File: src/rtl/dmem_bytelane_sync.sv
`default_nettype none
// ============================================================================
//  Module   : dmem_bytelane_sync
//  Purpose  : Single-port MIPS data memory with byte/half/word access,
//             little-endian byte lanes and sign/zero-extended loads.
//             - Synchronous read with a one-cycle rvalid strobe.
//             - Misaligned, reserved-size and out-of-range requests raise err.
//             - An optional post-reset sweep clears the array, which has no
//               reset of its own.
//  Ports    : clk, rst_n (async, active-low)
//             req/we/size/uns/addr/wdata : request channel
//             ready : accepting requests (FSM idle)
//             rvalid/rdata : load response; rdata is 0 when rvalid is low
//             err : illegal-request pulse, one cycle after acceptance
//             ld_cnt/st_cnt/err_cnt : only when DMEM_STATS_EN is defined
//  Options  : `define DMEM_STATS_EN adds the access counters.
//  Revision : 1.0 - initial release
// ============================================================================
module dmem_bytelane_sync #(
    parameter int DEPTH          = 32,
    parameter int ADDR_W         = 32,
    parameter int CLEAR_ON_RESET = 1
) (
    input  logic              clk,
    input  logic              rst_n,
    input  logic              req,
    input  logic              we,
    input  logic [1:0]        size,
    input  logic              uns,
    input  logic [ADDR_W-1:0] addr,
    input  logic [31:0]       wdata,
    output logic              ready,
    output logic              rvalid,
    output logic [31:0]       rdata,
    output logic              err
`ifdef DMEM_STATS_EN
    ,
    output logic [31:0]       ld_cnt,
    output logic [31:0]       st_cnt,
    output logic [31:0]       err_cnt
`endif
);

    localparam int         IDX_W    = $clog2(DEPTH);
    localparam logic [IDX_W-1:0] LAST_IDX = IDX_W'(DEPTH - 1);

    localparam logic [0:0] ST_IDLE  = 1'b0;
    localparam logic [0:0] ST_CLEAR = 1'b1;
    localparam logic [0:0] ST_RESET = (CLEAR_ON_RESET != 0) ? ST_CLEAR : ST_IDLE;

    logic [31:0]      mem [DEPTH];

    logic [0:0]       r_state;
    logic [0:0]       w_state_nxt;
    logic [IDX_W-1:0] r_clr_idx;

    logic             r_rvalid;
    logic             r_err;
    logic             r_ld_ok;
    logic [1:0]       r_size;
    logic             r_uns;
    logic [1:0]       r_lane;
    logic [31:0]      r_rword;

    logic             w_accept;
    logic             w_illegal;
    logic             w_wr;
    logic             w_rd;
    logic [IDX_W-1:0] w_idx;
    logic [3:0]       w_be;
    logic [31:0]      w_wd;
    logic [31:0]      w_sh;

    // ---------------------------------------------------------------- FSM
    always_ff @(posedge clk or negedge rst_n) begin
        if (!rst_n) begin
            r_state <= ST_RESET;
        end else begin
            r_state <= w_state_nxt;
        end
    end

    always_comb begin
        w_state_nxt = r_state;
        case (r_state)
            ST_CLEAR: if (r_clr_idx == LAST_IDX) w_state_nxt = ST_IDLE;
            default:  w_state_nxt = ST_IDLE;
        endcase
    end

    always_comb begin
        ready = (r_state == ST_IDLE);
    end

    always_ff @(posedge clk or negedge rst_n) begin
        if (!rst_n) begin
            r_clr_idx <= '0;
        end else if (r_state == ST_CLEAR) begin
            r_clr_idx <= (r_clr_idx == LAST_IDX) ? '0 : r_clr_idx + 1'b1;
        end
    end

    // ------------------------------------------------- request decode
    assign w_accept = req && ready;
    assign w_idx    = addr[IDX_W+1:2];

    // The range check uses the full word index, so high address bits that
    // do not reach the array still make the access illegal.
    always_comb begin
        w_illegal = 1'b0;
        if (size == 2'b11)                             w_illegal = 1'b1;
        if (size == 2'b01 && addr[0])                  w_illegal = 1'b1;
        if (size == 2'b10 && addr[1:0] != 2'b00)       w_illegal = 1'b1;
        if (64'(addr[ADDR_W-1:2]) >= 64'(DEPTH))       w_illegal = 1'b1;
    end

    assign w_wr = w_accept && we  && !w_illegal;
    assign w_rd = w_accept && !we && !w_illegal;

    // Store data is replicated across lanes; the byte enables pick the lanes.
    always_comb begin
        case (size)
            2'b00: begin
                w_be = 4'b0001 << addr[1:0];
                w_wd = {4{wdata[7:0]}};
            end
            2'b01: begin
                w_be = addr[1] ? 4'b1100 : 4'b0011;
                w_wd = {2{wdata[15:0]}};
            end
            default: begin
                w_be = 4'b1111;
                w_wd = wdata;
            end
        endcase
    end

    // ------------------------------------------------------------ array
    always_ff @(posedge clk) begin
        if (r_state == ST_CLEAR) begin
            mem[r_clr_idx] <= '0;
        end else if (w_wr) begin
            for (int b = 0; b < 4; b++) begin
                if (w_be[b]) mem[w_idx][8*b +: 8] <= w_wd[8*b +: 8];
            end
        end
        if (w_rd) begin
            r_rword <= mem[w_idx];
        end
    end

    // ------------------------------------------------------ response
    always_ff @(posedge clk or negedge rst_n) begin
        if (!rst_n) begin
            r_rvalid <= 1'b0;
            r_err    <= 1'b0;
            r_ld_ok  <= 1'b0;
            r_size   <= 2'b00;
            r_uns    <= 1'b0;
            r_lane   <= 2'b00;
        end else begin
            r_rvalid <= w_accept && !we;
            r_err    <= w_accept && w_illegal;
            r_ld_ok  <= w_rd;
            if (w_rd) begin
                r_size <= size;
                r_uns  <= uns;
                r_lane <= addr[1:0];
            end
        end
    end

    // Lane extraction and extension happen after the registered word, so
    // rdata is forced to zero whenever no legal load is being returned.
    always_comb begin
        w_sh  = r_rword >> {r_lane, 3'b000};
        rdata = '0;
        if (r_ld_ok) begin
            case (r_size)
                2'b00:   rdata = r_uns ? {24'h0, w_sh[7:0]}  : {{24{w_sh[7]}},  w_sh[7:0]};
                2'b01:   rdata = r_uns ? {16'h0, w_sh[15:0]} : {{16{w_sh[15]}}, w_sh[15:0]};
                default: rdata = r_rword;
            endcase
        end
    end

    assign rvalid = r_rvalid;
    assign err    = r_err;

`ifdef DMEM_STATS_EN
    // ---------------------------------------------------- statistics
    always_ff @(posedge clk or negedge rst_n) begin
        if (!rst_n) begin
            ld_cnt  <= '0;
            st_cnt  <= '0;
            err_cnt <= '0;
        end else begin
            if (w_rd)                  ld_cnt  <= ld_cnt + 32'd1;
            if (w_wr)                  st_cnt  <= st_cnt + 32'd1;
            if (w_accept && w_illegal) err_cnt <= err_cnt + 32'd1;
        end
    end
`endif

endmodule
`default_nettype wire

File: config.mk
export PLATFORM = sky130hd
export DESIGN_NAME = dmem_bytelane_sync
export DESIGN_NICKNAME = d
export VERILOG_FILES = /design/src/rtl/dmem_bytelane_sync.sv
export SDC_FILE = /design/constraint.sdc
export NUM_CORES = 1
export LEC_CHECK = 0
export CORE_ASPECT_RATIO = 1.2
export CORE_MARGIN = 8
export CORE_UTILIZATION = 55
export DETAILED_ROUTE_END_ITERATION = 12
export GPL_TIMING_DRIVEN = 0
export PLACE_DENSITY = 0.81
export SLEW_MARGIN = 20
export SYNTH_ARGS = -nofsm -noshare
export SYNTH_HDL_FRONTEND = slang
export SYNTH_SLANG_ARGS = --single-unit
File: constraint.sdc
create_clock -name clk -period 7 [get_ports clk]
set_input_delay 1.4 -clock clk [delete_from_list [all_inputs] [get_ports clk]]
set_output_delay 1.4 -clock clk [all_outputs]
set_load 0.01 [all_outputs]
======== Yosys cells after proc, flatten, opt, wreduce, memory -nomap -nowiden ========
Memories as Yosys holds them, arrays and structs flattened. A register that Yosys moved wholly into a read port is not among the register bits.
Index checks and enable logic that the tools add are counted.
storage, ports and cells
  bits in registers ....................... 14
  bits in latches ......................... 0
  bits in writable memories ............... 1,024
  bits in read-only memories .............. 0
  bits of input ports ..................... 71
  output and inout port bits .............. 35
  word-level logic and storage cells ...... 68
  memories kept ........................... 1
memory list
  name  words  bits a word  read ports  clocked after Yosys merged registers in  write ports  line  source
  mem   32     32           1           1                                        1            51    logic [31:0] mem [DEPTH];
operators by class
  add/subtract/negate cells ............... 1
  multipliers ............................. 0
  div/mod/pow operators ................... 0
  order comparisons ....................... 1
  equality and inequality tests ........... 5
  shifts and indexed selects .............. 2
  muxes and demuxes ....................... 35
  bitwise operators ....................... 1
  reduce and logical (&&, ||, !) cells .... 14
operator list
  cell                 count
  $mux 32              4
  $pmux 32 s2          2
  $reduce_or 32->1     1
  $shr 32x5->16        1
  $ge 30x6->1 const B  1
  $mux 1               24
  $mux 5               2
  $logic_and 1x1->1    8
  $mux 4               2
  $pmux 4 s2           1
  $add 5x1->5 const B  1
  $eq 5x5->1 const B   1
  $eq 2x1->1 const B   2
  $eq 2x2->1 const B   2
  $logic_not 2->1      2
  $shl 1x2->4 const A  1
  $logic_not 1->1      2
  $reduce_bool 2->1    1
  $not 1->1            1

======== Longest topological paths before layout ========
Gate-level depths: netlist of run 1.
  word-level depth ........................ 12
  depth in mapped cells ................... 7
  mapped depth without buffers ............ 6

======== Worst setup path before layout of run 1 ========
Ideal clock, no wire load.
  path kind ............................... in2reg
  from .................................... input addr[18]
  to ...................................... register r_lane[0]
  setup time .............................. 0.126 ns
  arrival time ............................ 3.805 ns
  required time ........................... 6.874 ns
  slack ................................... 3.069 ns
  stages .................................. 6
  buffers on the path ..................... 1
  cells stage by stage .................... nor4_2 nand3_2 nor3_1 and2_1 clkbuf_1 mux2_2
on the way
  cells in the longest elaborated chain, start to end .. 4
ends and longest elaborated chain
  what                  line  source
  start, declared       30    input logic [ADDR_W-1:0] addr,
  $ge 30x6->1           114   if (64'(addr[ADDR_W-1:2]) >= 64'(DEPTH)) w_illegal = 1'b1;
  $mux 1                114
  $logic_not 1->1       118   assign w_rd = w_accept && !we && !w_illegal;
  $logic_and 1x1->1     118
  named net w_rd        68    logic w_rd;
  end signal, assigned  168   r_lane <= addr[1:0];
  end, declared         62    logic [1:0] r_lane;
The timed path passes the listed nets, and every way through them passes these cells.
A chain may end at the register's enable or synchronous reset.

======== Final worst setup path of run 1 ========
  from .................................... input addr[29]
  to ...................................... memory mem[2][12], enable pin
on the way
  cells in the longest elaborated chain, start to end .. 9
  elaborated cells between the ends (all ways) .. 19
  those cells by class .................... 1 x order compare; 15 x mux; 3 x reduce/logical
ends and longest elaborated chain
  what                                               line  source
  $ge 30x6->1 *                                      114
  $mux 1 *                                           114
  $logic_not 1->1 *                                  117   assign w_wr = w_accept && we && !w_illegal;
  $logic_and 1x1->1 *                                117
  $mux 1                                             142   end else if (w_wr) begin
  $mux 1                                             140   if (r_state == ST_CLEAR) begin
  $mux 1 (not written as such)                       144   if (w_be[b]) mem[w_idx][8*b +: 8] <= w_wd[8*b +: 8];
  $reduce_or 32->1 (no line)                         -
  $mux 5 (no line) / $mux 4 (equally long branches)  -
  end, declared                                      51
Every way passes the cells marked *; elsewhere a longest branch is shown, timed or not.

==> results of run 1 <==
==> state kept, by name, indices dropped and copies added, names as in the netlist <==
signal,cells
r_lane,2
r_rword,32
r_ld_ok,1
r_uns,1
rvalid,1
r_size,2
r_clr_idx,5
mem,1024
err,1
r_state,1
==> cell usage after synthesis, types with 4 or more instances <==
| cell | count | area [sq um] |
|---|---|---|
| edfxtp_1 | 1056 | 31700 |
| mux4_2 | 320 | 7210 |
| nand2_1 | 122 | 458 |
| nor3_1 | 100 | 500 |
| clkbuf_1 | 70 | 263 |
| a21oi_1 | 51 | 255 |
| nor2_1 | 49 | 184 |
| buf_2 | 43 | 215 |
| nor3_2 | 32 | 320 |
| mux2i_1 | 31 | 310 |
| o21ai_0 | 22 | 110 |
| inv_1 | 19 | 71.3 |
| buf_1 | 16 | 60.1 |
| dfrtp_1 | 13 | 325 |
| and2_1 | 10 | 62.6 |
| nor2b_1 | 10 | 62.6 |
| mux2_2 | 9 | 101 |
| o21a_1 | 8 | 60.1 |
| o221a_2 | 7 | 78.8 |
| nand3_1 | 5 | 25.0 |
| buf_4 | 4 | 30.0 |
| nor4_2 | 4 | 50.1 |
| o21ai_2 | 4 | 35.0 |
==> routing by layer <==
layer  wire length [um]  share of wire (%)  vias up
met5                 27              0.023        -
met4               7180                6.1        4
met3              14600                 12      388
met2              56800                 48     1884
met1              38700                 33    11843
li1                   -                  -     8915
==> power by group <==
part / switching [mW] / internal, mW
registers: 0.000991 / 6.93
logic: 0.326 / 0.260
clock network: 2.31 / 2.75
total: 2.63 / 9.94
==> cell type report <==
class	instances	share of cell area (%)
Sequential cell	1070	65.3
Tap cell	1026	2.61
Buffer	133	1.19
Inverter	20	0.153
Clock inverter	55	0.907
Clock buffer	118	5.06
Timing Repair Buffer	132	2.93
Multi-Input combinational cell	813	21.9
==> per-stage QoR <==
| stage | total power [mW] | cell area, sq um | std cells |
|---|---|---|---|
| final | 12.6 | 49100 | 3367 |
| after CTS | 12.6 | 49000 | 3367 |
| after global routing | 12.8 | 49100 | 3367 |
| after floorplan | 7.41 | 42800 | 2036 |
| after global placement | 7.62 | 45100 | 3163 |
| after detailed placement | 7.64 | 46000 | 3194 |
==> layout by cell type, fill, tap and decap left out, types with 12 or more instances in the layout <==
master           instances
mux4_2                 320
dfrtp_1                 13
nor2_2                  15
nor2_1                  33
clkdlybuf4s50_1        101
o21ai_0                 22
clkinv_2                22
mux2i_1                 31
nand2_1                122
inv_1                   19
clkbuf_1                85
buf_2                   46
clkbuf_16               96
clkinv_1                18
a21oi_1                 43
nor3_2                 128
edfxtp_1              1056
buf_8                   12
==> cells by family after synthesis <==
kind of cell / synth area share (%)
compound gates: 1.53
fa+ha+maj: 0.0584
buf+inv: 1.50
flops: 74.8
mux: 17.8
simple gates: 4.28
==> tightest hold or removal path, delay by kind of cell, from the launching register on <==
kind | cells | cell delay [ns]
AOI/OAI and AO/OA | 1 | 0.07
DFF | 1 | 0.41
and+or+nand+nor | 1 | 0.07
==> worst max path at each step <==
stage	start	endpoint	depth (start not counted)
final	addr[29]	mem[2][12]	8
after floorplan	addr[18]	r_lane[0]	6
after global placement	addr[28]	mem[2][11]	7
after detailed placement	addr[28]	mem[18][24]	7
after global routing	r_lane[0]	rdata[28]	7
after CTS	addr[29]	mem[18][24]	7
==> results_dict.tcl, run 1 <==
set metrics [dict create \
    min_period_over_period_pct 77.4 \
    dp_hpwl_um 77900 \
    period_minus_slack_ns 5.42 \
    path_max_fanout 10 \
    avgViaCountPerCell 6.84 \
    end_kind "flop" \
    max_freq_ghz 0.185 \
    synth_edf_count 1056 \
    ant_nets 0 \
    clockBufferDepth 3 \
    path_clk_slew_ns 0.07 \
    antenna_found_initial 4 \
    io_buffers 101 \
    grtUsageMet2_pct 43.4 \
    clock_skew_ns 0.0401 \
    setup_viol 0 \
    rsz0062_at_grt "false" \
    slew_viol_final 0 \
    finalSetupTns_ns 0 \
    post_cts_buffers 0 \
    cp-start-kind "input pin" \
    use_met3_pct 8.43 \
    synthesis.nets 2109 \
    layout-drive-gt1-share_pct 31.5 \
    dr.first_iter.drc_count 3358 \
    cts_hold_buf 0 \
    gp_congestion 0.967 \
    grt_max_degree 34 \
    worstPathCellList "clkdlybuf4s50_1 > nor4_2 > nand3_2 > nor3_4 > mux2i_1 > clkbuf_1 > nor3_2 > buf_6" \
    relSlewSlack_pct 14.5 \
    critical_path_class "input pin to flop" \
    yosysWarnings 0 \
    cts_root_buffer "clkbuf_16" \
    r2r_start "r_state" \
    max_cap_violations 0 \
    min_to "r_clr_idx[4]" \
    vias 23034 \
    diodes 0 \
    cp_slowest_cell "clkbuf_1" \
    cts_resized 0 \
    cts_tree "yes" \
    grt_pass1_vias 23621 \
    hold_ws_ns 0.584 \
    top_usage_layer "met2" \
    finalHoldViolations 0 \
    min_from "r_state" \
    synth_seq_area_share_pct 74.8 \
    synth_cells 2036 \
    grtUsageMet1_pct 32.1 \
    fillers 4869 \
    grt.overflow.total 0 \
    synthArstFlopShare_pct 1.31 \
    r2r-end "mem[28][16]" \
    placeableCoreArea_sq_um 77500 \
    ir_drop_uv 218 \
    regArea_sq_um 32100 \
    ys_ff_latch 1070 \
    synthFlopType "edfxtp_1" \
    drc 0 \
    dieArea_sq_um 87100 \
    htreeDepth 3 \
    cp_num_buf_inv 3 \
    worstPathArrival_ns 5.84 \
    multi_input_area_sq_um 10700 \
    routed_wl_um 117000 \
    cp_top_family "simple AND/OR/NAND/NOR gates" \
    num_rows 112 \
    syn_to_final_growth_pct 14.6 \
    cts_inserted_buffers 95 \
    max_slew.worst_pin.slew_ns 1.28 \
    die_h_um 322 \
    initial_core_util_pct 55.3 \
    nets 2338 \
    cp_data_required_time_ns 7.42 \
    p_leak_nw 14.3 \
    io_pins 106 \
    worstHoldPathType "flop to flop" \
    hold-path-cell-count 2 \
    syn_avg_cell_area_sq_um 21.0 \
    r2r_slack_ns 3.00 \
    yosysUniqueCellTypes 43 \
    cts_num_sinks 1070 \
    cp_slowest_stage_delay_ns 0.91 \
    track_usage_pct 26.8 \
    status "completed" \
    power_density_nw_per_um2 256 \
    synth_area_sq_um 42800 \
    die_w_um 271 \
    dp_slack_ns 1.01 \
    grt_pass1_wl_um 167000 \
    rr_worst_depth 6 \
    final_util_pct 63.4 \
    fin_ws_ns 1.58 \
    insertion_delay_ns 0.69 \
    post_drt_wl_per_cell_um 34.8 \
    dr.pass1.iters 7 \
]
Power figures use the tool's default switching activity.
==> run 2: changes to the inputs <==
- clock period: 7 -> 5.2 ns (I/O delays scaled with it)
==> results of run 2 <==
Same layout as run 1 (identical final DEF). Status: completed.
Main changes from that run: setup slack after placement 1.01 ns -> -0.426 ns; setup slack after layout 1.58 ns -> 0.140 ns; register-to-register setup slack 3.00 ns -> 1.20 ns; total power 12.6 mW -> 16.9 mW; worst IR drop on VDD 218 uV -> 294 uV
==> run 3: changes to the inputs <==
- CORE_UTILIZATION: 55 -> 34
- PLACE_DENSITY: 0.81 -> 0.58
==> run 3 against run 2 <==
Compared with the run above: non-clock buffer count grew 16; sequential share of layout area down 1.9 points; sequential power about the same; clock skew decreased by 0.0024 ns; cell area up 3.0%; hold slack improved by 0.0043 ns; die area increased by 58%; critical endpoint is now mem[15][30]; largest cell class unchanged; highest routed layer unchanged.
==> results_dict.tcl, run 3 (same netlist as run 1, synthesis figures left out) <==
set metrics [dict create \
    cp_data_required_time_ns 5.54 \
    critical_path_class "input pin to flop" \
    p_leak_nw 14.6 \
    cts_inserted_buffers 105 \
    avgViaCountPerCell 5.46 \
    max_slew.worst_pin.slew_ns 1.26 \
    grt_pass1_vias 22984 \
    placed_cell_area_sq_um 47100 \
    initial_core_util_pct 34.3 \
    p_clk_share_pct 43.4 \
    drc 0 \
    largest_reg_flops 1024 \
    antenna_found_initial 5 \
    combPwrFrac_pct 4.4 \
    period_minus_slack_ns 5.11 \
    r2r_slack_ns 0.79 \
    top_regs "mem x1024, r_rword x32, r_clr_idx x5" \
    route.met3.wl_um 10300 \
    path_max_fanout 10 \
    cp-start-kind "input pin" \
    clockBufferDepth 3 \
    die_w_um 340 \
    io_buffers 101 \
    post_drt_wl_per_cell_um 29.0 \
    vias 22044 \
    grt_max_degree 33 \
    max_freq_ghz 0.196 \
    design_area_sq_um 50600 \
    p_sw_share_pct 20.6 \
    slew_viol_final 0 \
    end_kind "flop" \
    grt.overflow.total 0 \
    fin_ws_ns 0.0877 \
    cts_num_sinks 1070 \
    dr.pass1.iters 5 \
    largest-register "mem" \
    cts_root_buffer "clkbuf_16" \
    dp_hpwl_um 83900 \
    layout-drive-gt1-share_pct 32.6 \
    placeableCoreArea_sq_um 125000 \
    dpl.cell_count 3840 \
    setup_viol 0 \
    post_cts_buffers 0 \
    dieArea_sq_um 138000 \
    cts_tree "yes" \
    cts_resized 0 \
    rsz0062_at_grt "false" \
    final_cell_mix "edfxtp_1, mux4_2, nor3_2, nand2_1, clkbuf_16" \
    htreeDepth 3 \
    status "completed" \
    min_period_over_period_pct 98.3 \
    p_switching_mw 3.68 \
    met2RoutedLength_um 57700 \
    path_clk_slew_ns 0.05 \
    clock_skew_ns 0.0378 \
    nets 2364 \
    routed_wl_um 117000 \
    cts_hold_buf 0 \
    dr.first_iter.drc_count 2333 \
    ir_drop_uv 262 \
    die_h_um 405 \
    insertion_delay_ns 0.70 \
    track_usage_pct 16.8 \
    gp_congestion 0.860 \
    worstPathArrival_ns 5.46 \
    grt_pass1_wl_um 167000 \
    syn_to_final_growth_pct 18.1 \
    intPower_mw 14.2 \
    finalHoldViolations 0 \
    final_common_cell "edfxtp_1" \
    ant_nets 0 \
    fin_cells 4038 \
    power_density_nw_per_um2 354 \
    worstHoldPathType "flop to flop" \
    num_rows 142 \
    relSlewSlack_pct 15.7 \
    m1WireLength_um 45800 \
    max_cap_violations 0 \
    dp_slack_ns -0.487 \
    pwr-share-seq_pct 52.2 \
    io_pins 106 \
    top_layer_used "met5" \
]
## run 3: cell types whose count changed in the layout (fill, tap and decap cells not counted), moves of 3 or more
cell,previous run,this run
buf_6,8,12
nor2_2,15,9
clkbuf_1,85,81
clkbuf_2,9,12
nor2_4,1,7
clkinv_1,18,24
clkbuf_16,96,107
buf_4,11,32
buf_8,12,3
bufinv_16,6,15
## run 3: area by class of cell
class / count / area, sq um
fillers: 10922 / 74300
diodes: 1 / 2.50
inverters: 20 / 75.1
clock inverters: 68 / 741
multi-input cells: 813 / 10800
well taps: 1656 / 2070
flip-flops and latches: 1070 / 32100
repair buffers: 148 / 1510
clock buffers: 129 / 2760
plain buffers: 133 / 588
## run 3: power groups by stage
stage / clock (mW) / sequential, mW / combinational (mW)
after global placement: 0 / 9.52 / 0.770
after floorplan: 0 / 9.52 / 0.451
after detailed placement: 0 / 9.52 / 0.783
after CTS: 7.86 / 9.34 / 0.786
after global routing: 8.16 / 9.33 / 0.818
final: 7.77 / 9.34 / 0.784
## run 3: final timing paths
kind                       cells after the start     start     endpoint
hold reg to reg                                1     r_uns        r_uns
setup / recovery                               7  addr[26]  mem[15][30]
min in group asynchronous                      1     rst_n          err
hold / removal                                 1     r_uns        r_uns
max in group asynchronous                      1     rst_n        r_uns
setup reg to reg                               6   r_state  mem[15][30]
## run 3: critical path: stages
cell and delay (ns):
clkdlybuf4s50_1 0.49, nor3_1 0.68, and3_1 0.32, nand3_1 0.66, a31oi_1 1.03, clkbuf_1 0.85, nor3_2 0.36
## run 3: per-layer routing
metal	vias to the layer above	track usage, %
li1	8981	-
met1	11809	21.8
met2	1037	28.1
met3	213	3.88
met4	4	4.95
met5	-	0
## run 3: per-stage QoR
| stage | power (mW) | utilization, % | setup TNS (ns) | hold slack (ns) |
|---|---|---|---|---|
| 6_report | 17.9 | 40.5 | 0 | 0.589 |
| 4_1_cts | 18.0 | 40.5 | 0 | 0.593 |
| 3_3_place_gp | 10.3 | 36.8 | -580.22 | 0.567 |
| 5_1_grt | 18.3 | 40.5 | 0 | 0.626 |
| 2_1_floorplan | 9.97 | - | 0 | 0.521 |
| 3_5_place_dp | 10.3 | 37.7 | -211.91 | 0.580 |
